File: config.mk
export PLATFORM = sky130hd
export DESIGN_NAME = wallace_acc_stage
export DESIGN_NICKNAME = d
export VERILOG_FILES = /design/src/rtl/wallace_acc_stage.sv
export SDC_FILE = /design/constraint.sdc
export NUM_CORES = 1
export LEC_CHECK = 0
export CAP_MARGIN = 20
export CORE_ASPECT_RATIO = 0.75
export CORE_MARGIN = 8
export CORE_UTILIZATION = 45
export CTS_CLUSTER_DIAMETER = 60
export DETAILED_ROUTE_END_ITERATION = 12
export HOLD_SLACK_MARGIN = 0.08
export MAX_ROUTING_LAYER = met4
export PLACE_DENSITY_LB_ADDON = 0.3
export SYNTH_ARGS = -nofsm -noshare
export SYNTH_HDL_FRONTEND = slang
export SYNTH_SLANG_ARGS = --single-unit
File: constraint.sdc
create_clock -name clk -period 5.36 [get_ports clk]
set_clock_uncertainty 0.2 [all_clocks]
set_input_delay 1.608 -clock clk [delete_from_list [all_inputs] [get_ports clk]]
set_output_delay 1.608 -clock clk [all_outputs]
set_load 0.02 [all_outputs]
File: src/rtl/wallace_acc_stage.sv
// wallace_acc_stage
//   First clocked stage after the 16x16 Wallace-tree multiplier. It accepts
//   unsigned 2N-bit products as a valid/ready beat stream and accumulates them
//   into an ACC_W-bit running sum. On a beat marked last it emits the packet
//   sum, the saturating beat count and an overflow flag through a registered
//   output that holds under backpressure.
//
// Optional feature macro: WALLACE_ACC_SAT_EN
//   defined   : accumulator and result saturate to all-ones on carry out
//   undefined : accumulator wraps modulo 2^ACC_W (overflow still flagged)
//
// Ports
//   clk        in   clock, rising edge
//   rst        in   asynchronous active-high reset
//   acc_clr    in   synchronous abort of the in-progress packet
//   in_prod    in   2N-bit unsigned product
//   in_valid   in   in_prod valid
//   in_last    in   current beat closes its packet
//   in_ready   out  beat can be accepted this cycle
//   out_sum    out  packet sum (ACC_W bits)
//   out_count  out  beats in packet, saturating (CNT_W bits)
//   out_ovf    out  accumulation exceeded ACC_W bits
//   out_valid  out  out_* fields valid
//   out_ready  in   consumer accepts the result
module wallace_acc_stage #(
  parameter int N     = 16,
  parameter int ACC_W = 40,
  parameter int CNT_W = 8
) (
  input  logic               clk,
  input  logic               rst,
  input  logic               acc_clr,
  input  logic [2*N-1:0]     in_prod,
  input  logic               in_valid,
  input  logic               in_last,
  output logic               in_ready,
  output logic [ACC_W-1:0]   out_sum,
  output logic [CNT_W-1:0]   out_count,
  output logic               out_ovf,
  output logic               out_valid,
  input  logic               out_ready
);

  typedef enum logic {
    IDLE  = 1'b0,
    ACCUM = 1'b1
  } state_t;

  localparam logic [CNT_W-1:0] CNT_ONE = {{(CNT_W-1){1'b0}}, 1'b1};

  state_t             state_q;
  logic [ACC_W-1:0]   acc_q;
  logic [CNT_W-1:0]   cnt_q;
  logic               ovf_q;
  logic [ACC_W-1:0]   out_sum_q;
  logic [CNT_W-1:0]   out_count_q;
  logic               out_ovf_q;
  logic               out_valid_q;

  logic               beat;
  logic               fresh;
  logic [ACC_W-1:0]   acc_base;
  logic [CNT_W-1:0]   cnt_base;
  logic               ovf_base;
  logic [ACC_W:0]     sum_ext;
  logic               carry;
  logic [ACC_W-1:0]   acc_d;
  logic [CNT_W-1:0]   cnt_d;
  logic               ovf_d;

  // Ready only depends on the output slot being free or draining this cycle.
  assign in_ready = !out_valid_q || out_ready;
  assign beat     = in_valid && in_ready;

  always_comb begin
    // A clear in the same cycle as a beat takes effect first, so the beat is
    // accumulated onto an empty packet.
    fresh    = acc_clr || (state_q == IDLE);
    acc_base = fresh ? '0 : acc_q;
    cnt_base = fresh ? '0 : cnt_q;
    ovf_base = fresh ? 1'b0 : ovf_q;

    sum_ext  = {1'b0, acc_base} + {{(ACC_W+1-2*N){1'b0}}, in_prod};
    carry    = sum_ext[ACC_W];

`ifdef WALLACE_ACC_SAT_EN
    // Once saturated, any further add either carries again or adds zero, so
    // the accumulator naturally stays pinned at all-ones.
    acc_d    = carry ? '1 : sum_ext[ACC_W-1:0];
`else
    acc_d    = sum_ext[ACC_W-1:0];
`endif

    cnt_d    = (cnt_base == '1) ? cnt_base : cnt_base + CNT_ONE;
    ovf_d    = ovf_base | carry;
  end

  always_ff @(posedge clk or posedge rst) begin
    if (rst) begin
      state_q     <= IDLE;
      acc_q       <= '0;
      cnt_q       <= '0;
      ovf_q       <= 1'b0;
      out_sum_q   <= '0;
      out_count_q <= '0;
      out_ovf_q   <= 1'b0;
      out_valid_q <= 1'b0;
    end else begin
      if (acc_clr) begin
        state_q <= IDLE;
        acc_q   <= '0;
        cnt_q   <= '0;
        ovf_q   <= 1'b0;
      end

      if (beat) begin
        if (in_last) begin
          // Closing beat: publish result and start the next packet empty.
          // A beat here implies the output slot is free or handshaking now.
          out_sum_q   <= acc_d;
          out_count_q <= cnt_d;
          out_ovf_q   <= ovf_d;
          out_valid_q <= 1'b1;
          state_q     <= IDLE;
          acc_q       <= '0;
          cnt_q       <= '0;
          ovf_q       <= 1'b0;
        end else begin
          state_q <= ACCUM;
          acc_q   <= acc_d;
          cnt_q   <= cnt_d;
          ovf_q   <= ovf_d;
        end
      end else if (out_valid_q && out_ready) begin
        out_valid_q <= 1'b0;
      end
    end
  end

  assign out_sum   = out_sum_q;
  assign out_count = out_count_q;
  assign out_ovf   = out_ovf_q;
  assign out_valid = out_valid_q;

endmodule

==> results.md, run 1 <==
- Syn Inst Count: roughly 630
- Post-Syn Nets: 704
- IO buf count: 88
- Gpl congestion: roughly 0.90
- Clk_lat worst skew: around 0.35 ns
- Share of cells above drive strength 1: 0.1186
- Antenna violations before repair: 0
- Top cell type's share of synthesized area: 0.4159
- Min-Delay Endpoint: out_count[3]
- Hold Buf Count CTS: 0
- Most frequent cell after synthesis: dfrtp_1
- Vias in the first global route: 5243
- Syn avg cell area: 9.521 um2
- Yosys top cell by area: dfrtp_1
- Status: finished clean
- Hold Path Stages: 2
- Top_reg_cell synth: dfrtp_1
- # nets final: 811
- YS warnings: 0
- CP max stage cell: clkdlybuf4s50_1
- Final period demand of the worst path: around 5.1 ns
- Relative slew slack: 0.5025
- Critical Path End Type: register
- Final Core Density: 0.5829
- Initial Utilization: 0.4622
- GRT Overall Usage: 0.1909
- Hold Vio Cnt, Final: 0
- Num CTS Buffers: 9
- CTS H-tree lvls: 3
- Peak supply drop: around 0.18 mV
- Routed WL: 15820 um
- I/O pin total: 89
- Longest Clk Path Bufs: 2
- HPWL after DPL: 11850 um
- EDFF count, synth: 0
- TritonCTS clock tree: yes
- Crit path largest cell delay: 0.50 ns
- Drt pass-1 iters: 5
- Reg2reg start: state_q
- Synth async-reset ratio: 1.000
- Sequential fraction of the synthesis area: 0.4159
- PostCTS Resize Cnt: 0
- Top post-synthesis cells by area: dfrtp_1, ha_1, mux2_2
- Die Wd: 149.5 um
- Arr. time, crit path: 5.14 ns
- Die height: 116.1 um
- TritonCTS Sinks: 100
- Unique cell type count in the Yosys netlist: 61
- Reg2Reg Depth: 13
- Setup bufs post-CTS: 0
- Worst Path Required: 5.42 ns
- Flip-flop and latch count after synthesis: 100
- Setup TNS: 0 ns
- RSZ-0062 raised after global routing: no
- WS Path Type: primary input to register
- Post-synth top cells: dfrtp_1, nand2_1, o21ai_0
- First-pass GRT wire length: 26020 um
- Worst Hold Class: register to register
- Crit path max fanout: 6
- Via count: 5214
- Worst flop-to-flop path endpoint: out_sum[38]
- Synthesized area: 6017 um2
- Core Region: approximately 13000 um2
- FP Rows: 36
- Area grow syn2layout: 26.12%
- Cell breakdown of the critical path: clkdlybuf4s50_1 > nor2b_2 > and2_1 > ha_1 > inv_1 > fa_1 > nor2b_1 > o2111ai_1 > a21oi_1 > o311ai_1 > o311a_1 > nor2_4 > and2_1 > mux2_2 > o21ai_0
- Setup violators final: 0
- Die Area: 17370 um2
- DR vias/cell: 5.711
- Pwr Total: 2036 uW
- Antenna cells: 0
- Drt first-iter violations: 400
- Final Max Tran Viols: 0
- Total grt overflow: 0
- Reg2reg setup slack: 1.71 ns
- Root buf cell: clkbuf_16
- Largest net degree at the start of global routing: 41
- Routed length per instance: 17.33 um
- Static Leak: 0.003407 uW
- Worst-Margin Slew: 0.7454 ns
- DRC: 0
- Worst path bufs/invs: 2
- Pwr dens: 268.3 nW/um2
- Max-cap viol count: 0
- CP top delay family: compound AO/OA/AOI/OAI gates
- Antenna viol nets, final: 0
- Worst setup SP type: primary input
- Most used cell, CP: and2_1
- FMAX: 196.9 MHz
- Source of the worst hold timing path: out_count[3]
- Tcrit/Tclk final: 0.9473
- Clock transition at the registers of the reported paths: 0.07 ns
## placed cells by master, fill, tap and decap left out, drive strengths merged, types with 4 or more instances in the layout
cell type / instances
a22o: 29
clkbuf: 10
nor2b: 6
o21ai: 52
nand2: 79
mux2: 29
nand3: 11
dfrtp: 100
o21a: 4
ha: 33
and3: 5
xnor2: 23
a21oi: 44
and4: 6
nor3: 9
xor2: 11
clkdlybuf4s50: 88
a21o: 8
a32o: 6
nand4: 9
and2: 42
inv: 17
nand2b: 6
buf: 29
nor2: 33
## worst register-to-register path, stage by stage (launching register included)
cell and delay [ns]:
dfrtp_1 0.37, nor2b_2 0.16, buf_4 0.18, and2_1 0.17, ha_1 0.36, nand2_1 0.09
or3b_1 0.37, a41oi_2 0.24, o311ai_1 0.16, o311a_1 0.42, nor2_4 0.17, and2_1 0.18
mux2_2 0.33, o21ai_0 0.14
## worst max-delay path by stage
stage / from / slack, ns / end / depth (start not counted)
after floorplan: acc_clr / 0.03 / out_sum[38] / 17
after global placement: acc_clr / 0.08 / out_sum[31] / 15
after detailed placement: acc_clr / -0.05 / out_sum[38] / 15
after global routing: acc_clr / 0.002 / out_sum[34] / 16
final: acc_clr / 0.28 / out_sum[38] / 15
after CTS: acc_clr / 0.28 / out_sum[38] / 15
## flip-flops by register name (all words and copies together) (netlist names)
signal	flops
cnt_q	8
ovf_q	1
acc_q	40
out_ovf	1
state_q	1
out_sum	40
out_count	8
out_valid	1
## report_power, final
part	leakage (uW)	switching, uW	total [uW]	internal (uW)
clock	0.000155	285	703	418
sequential	0.00130	37.8	866	828
combinational	0.00195	242	467	225
## cells by family after synthesis
kind of cell,synth area share
compound gates,0.2023
mux,0.05760
xor+xnor,0.04949
simple gates,0.1797
flops,0.4159
buf+inv,0.02308
fa+ha+maj,0.07195
## stage by stage
stage / cell area, um2 / hold slack, ns / setup WS, ns / cells
6_report: 7589 / 0.2786 / 0.2825 / 913
5_1_grt: 7589 / 0.2986 / 0.002333 / 913
4_1_cts: 7589 / 0.2877 / 0.2847 / 913
3_5_place_dp: 7276 / 0.2725 / -0.04992 / 899
3_3_place_gp: 7276 / 0.2602 / 0.07974 / 899
2_1_floorplan: 6018 / 0.2418 / 0.02944 / 632
## layout make-up
class	instances	area, um2
Multi-Input combinational cell	495	3386
Tap cell	171	214.0
Timing Repair Buffer	117	1111
Inverter	16	62.56
Clock buffer	10	239.0
Sequential cell	100	2502
Fill cell	1103	5429
Clock inverter	4	73.82
## metal layers
layer  global-route usage  vias to the layer above  part of all wire
met3              0.03484                       19             0.062
met2               0.2925                      180              0.44
li1                     -                     2503                 -
met5                    -                        -                 0
met4              0.04829                        0             0.011
met1               0.2570                     2512              0.49
Power figures use the tool's default switching activity.
==> run 2: changes to the inputs <==
--- a/config.mk
+++ b/config.mk
@@ -5,11 +5,10 @@
 export SDC_FILE = /design/constraint.sdc
 export NUM_CORES = 1
 export LEC_CHECK = 0
-export CAP_MARGIN = 20
 export CORE_ASPECT_RATIO = 0.75
-export CORE_MARGIN = 8
 export CORE_UTILIZATION = 45
 export CTS_CLUSTER_DIAMETER = 60
+export CTS_CLUSTER_SIZE = 40
 export DETAILED_ROUTE_END_ITERATION = 12
 export HOLD_SLACK_MARGIN = 0.08
 export MAX_ROUTING_LAYER = met4
==> run 2 against run 1 <==
Register-to-register slack barely moved. Global-route usage rose by 4.6 points. Maximum frequency rose by 1.9%. Routed wire length fell by 5.1%. Via count fell by 0.19%. Largest cell class unchanged. Largest power group unchanged. Highest routed layer unchanged.
==> results.md, run 2 (synthesis results as in run 1) <==
- Crit path largest cell delay: 0.47 ns (was 0.50 ns)
- Routed length per instance: 16.51 um (was 17.33 um)
- First-pass GRT wire length: 25030 um (was 26020 um)
- Hold Vio Cnt, Final: 0 (unchanged)
- Comb pwr share: 0.228 (was 0.229)
- Gpl congestion: 0.9274 (was 0.9028)
- Final period demand of the worst path: 4.984 ns (was 5.077 ns)
- DRC: 0 (unchanged)
- Most used cell, CP: and2_1 (unchanged)
- FMAX: 200.6 MHz (was 196.9 MHz)
- Static Leak: 0.003383 uW (was 0.003407 uW)
- Worst setup SP type: primary input (unchanged)
- Fin worst setup slack: 0.3759 ns (was 0.2825 ns)
- Commonest non-fill, non-tap cell in the layout: dfrtp_1 (unchanged)
- Clock transition at the registers of the reported paths: 0.07 ns (about the same)
- Via count: 5204 (was 5214)
- Worst-Margin Slew: 0.6359 ns (was 0.7454 ns)
- Die Area: 13840 um2 (was 17370 um2)
- Relative slew slack: 0.5745 (was 0.5025)
- Setup violators final: 0 (unchanged)
- Max-cap viol count: 0 (unchanged)
- Seq pwr share: 0.426 (was 0.425)
- Arr. time, crit path: 5.05 ns (was 5.14 ns)
- Worst Path Required: 5.42 ns (about the same)
- GRT Overall Usage: 0.2365 (was 0.1909)
- Drt first-iter violations: 301 (was 400)
- Commonest non-fill, non-tap cells in the layout: dfrtp_1, clkdlybuf4s50_1, nand2_1 (unchanged)
- DR vias/cell: 5.725 (was 5.711)
- Tcrit/Tclk final: 0.9299 (was 0.9473)
- Share of cells above drive strength 1: 0.1125 (was 0.1186)
- TritonCTS clock tree: yes (unchanged)
- Final Core Density: 0.5803 (was 0.5829)
- Die Wd: 135.5 um (was 149.5 um)
- Sw frac: 0.2802 (was 0.2776)
- Total grt overflow: 0 (unchanged)
- Root buf cell: clkbuf_16 (unchanged)
- RSZ-0062 raised after global routing: no (unchanged)
- Pwr Total: 2030 uW (was 2036 uW)
- WS Path Type: primary input to register (unchanged)
- Die height: 102.1 um (was 116.1 um)
- Vias in the first global route: 5092 (was 5243)
- I/O pin total: 89 (unchanged)
- Initial Utilization: 0.4622 (unchanged)
- Setup bufs post-CTS: 0 (unchanged)
- Switch Pwr: 568.8 uW (was 565.3 uW)
- CTS H-tree lvls: 3 (unchanged)
- Status: finished clean (unchanged)
- Hold Buf Count CTS: 0 (unchanged)
- Final Max Tran Viols: 0 (unchanged)
- Routed WL: 15010 um (was 15820 um)
- Drt pass-1 iters: 5 (unchanged)
- IO buf count: 88 (unchanged)
- Crit path max fanout: 6 (unchanged)
- TritonCTS Sinks: 100 (unchanged)
- Core Region: 13020 um2 (unchanged)
- Largest net degree at the start of global routing: 50 (was 41)
- HPWL after DPL: 11070 um (was 11850 um)
- Setup TNS: 0 ns (unchanged)
- FP Rows: 36 (unchanged)
- # nets final: 806 (was 811)
- Worst hold margin: 0.2768 ns (was 0.2786 ns)
- P_int: 1461 uW (was 1471 uW)
- Area grow syn2layout: 25.54% (was 26.12%)
- Cell breakdown of the critical path: clkdlybuf4s50_1 > nor2b_2 > and2_1 > ha_1 > inv_1 > fa_1 > nor2b_1 > o2111ai_1 > a21oi_1 > o311ai_1 > o311a_1 > nor2_4 > and2_1 > mux2_2 > o21ai_0 (unchanged)
- Antenna violations before repair: 0 (unchanged)
- Num CTS Buffers: 9 (unchanged)
- Clk_lat worst skew: 0.35 ns (about the same)
- Worst Hold Class: register to register (unchanged)
- Peak supply drop: 0.2579 mV (was 0.1751 mV)
- Critical Path End Type: register (unchanged)
- Clock power share: 0.346 (was 0.345)
- PostCTS Resize Cnt: 0 (unchanged)
- Pwr dens: 268.7 nW/um2 (was 268.3 nW/um2)
- Place WS: 0.03501 ns (was -0.04992 ns)
- Antenna cells: 0 (unchanged)
- Longest Clk Path Bufs: 2 (unchanged)
- CP max stage cell: clkdlybuf4s50_1 (unchanged)
- Antenna viol nets, final: 0 (unchanged)
==> run 2: worst max-delay path, delay by kind of cell <==
kind | cells | cell delay, ns
buffers and inverters | 2 | 0.53
adder cells (fa/ha/maj) | 2 | 0.54
AO/OA/AOI/OAI | 5 | 1.20
AND/OR/NAND/NOR | 5 | 0.83
multiplexers | 1 | 0.33
==> run 2: worst paths after layout <==
kind | from | end | slack [ns] | cells past startpoint
max | acc_clr | out_sum[38] | 0.38 | 15
min | out_count[3] | out_count[3] | 0.28 | 2
max reg2reg | state_q | out_sum[38] | 1.72 | 13
min reg2reg | out_count[3] | out_count[3] | 0.28 | 2
max in group asynchronous | rst | acc_q[26] | 2.68 | 3
min in group asynchronous | rst | out_valid | 1.49 | 2
==> run 2: layout make-up <==
cell class	count	area, um2
Clock buffer	10	229.0
Clock inverter	5	86.33
Fill cell	1102	5464
Inverter	16	62.56
Multi-Input combinational cell	495	3386
Sequential cell	100	2502
Tap cell	171	214.0
Timing Repair Buffer	112	1074
==> run 2: per-layer routing <==
layer / up-vias / part of all wire / track usage
met5: - / 0 / -
met4: 0 / 0.011 / 0.06309
met3: 17 / 0.061 / 0.05109
met2: 195 / 0.44 / 0.3598
met1: 2494 / 0.48 / 0.3191
li1: 2498 / - / -
==> run 2: power groups by stage <==
| stage | registers, uW | clock network, uW | logic, uW |
|---|---|---|---|
| floorplan | 942 | 0 | 188 |
| global placement | 875 | 0 | 454 |
| detailed placement | 879 | 0 | 461 |
| CTS | 866 | 718 | 465 |
| global route | 874 | 748 | 499 |
| finish | 865 | 703 | 462 |
==> run 2: metrics by stage <==
step,area [um2],instances
after floorplan,6018,632
after global placement,7238,894
after detailed placement,7238,894
after CTS,7553,909
after global routing,7553,909
final,7553,909
==> run 3: changes to the inputs <==
--- a/config.mk
+++ b/config.mk
@@ -10,6 +10,7 @@
 export CTS_CLUSTER_DIAMETER = 60
 export CTS_CLUSTER_SIZE = 40
 export DETAILED_ROUTE_END_ITERATION = 12
+export GPL_TIMING_DRIVEN = 1
 export HOLD_SLACK_MARGIN = 0.08
 export MAX_ROUTING_LAYER = met4
 export PLACE_DENSITY_LB_ADDON = 0.3
==> results of run 3 <==
Same layout as run 2: the final DEF is identical, and so are final timing and power.
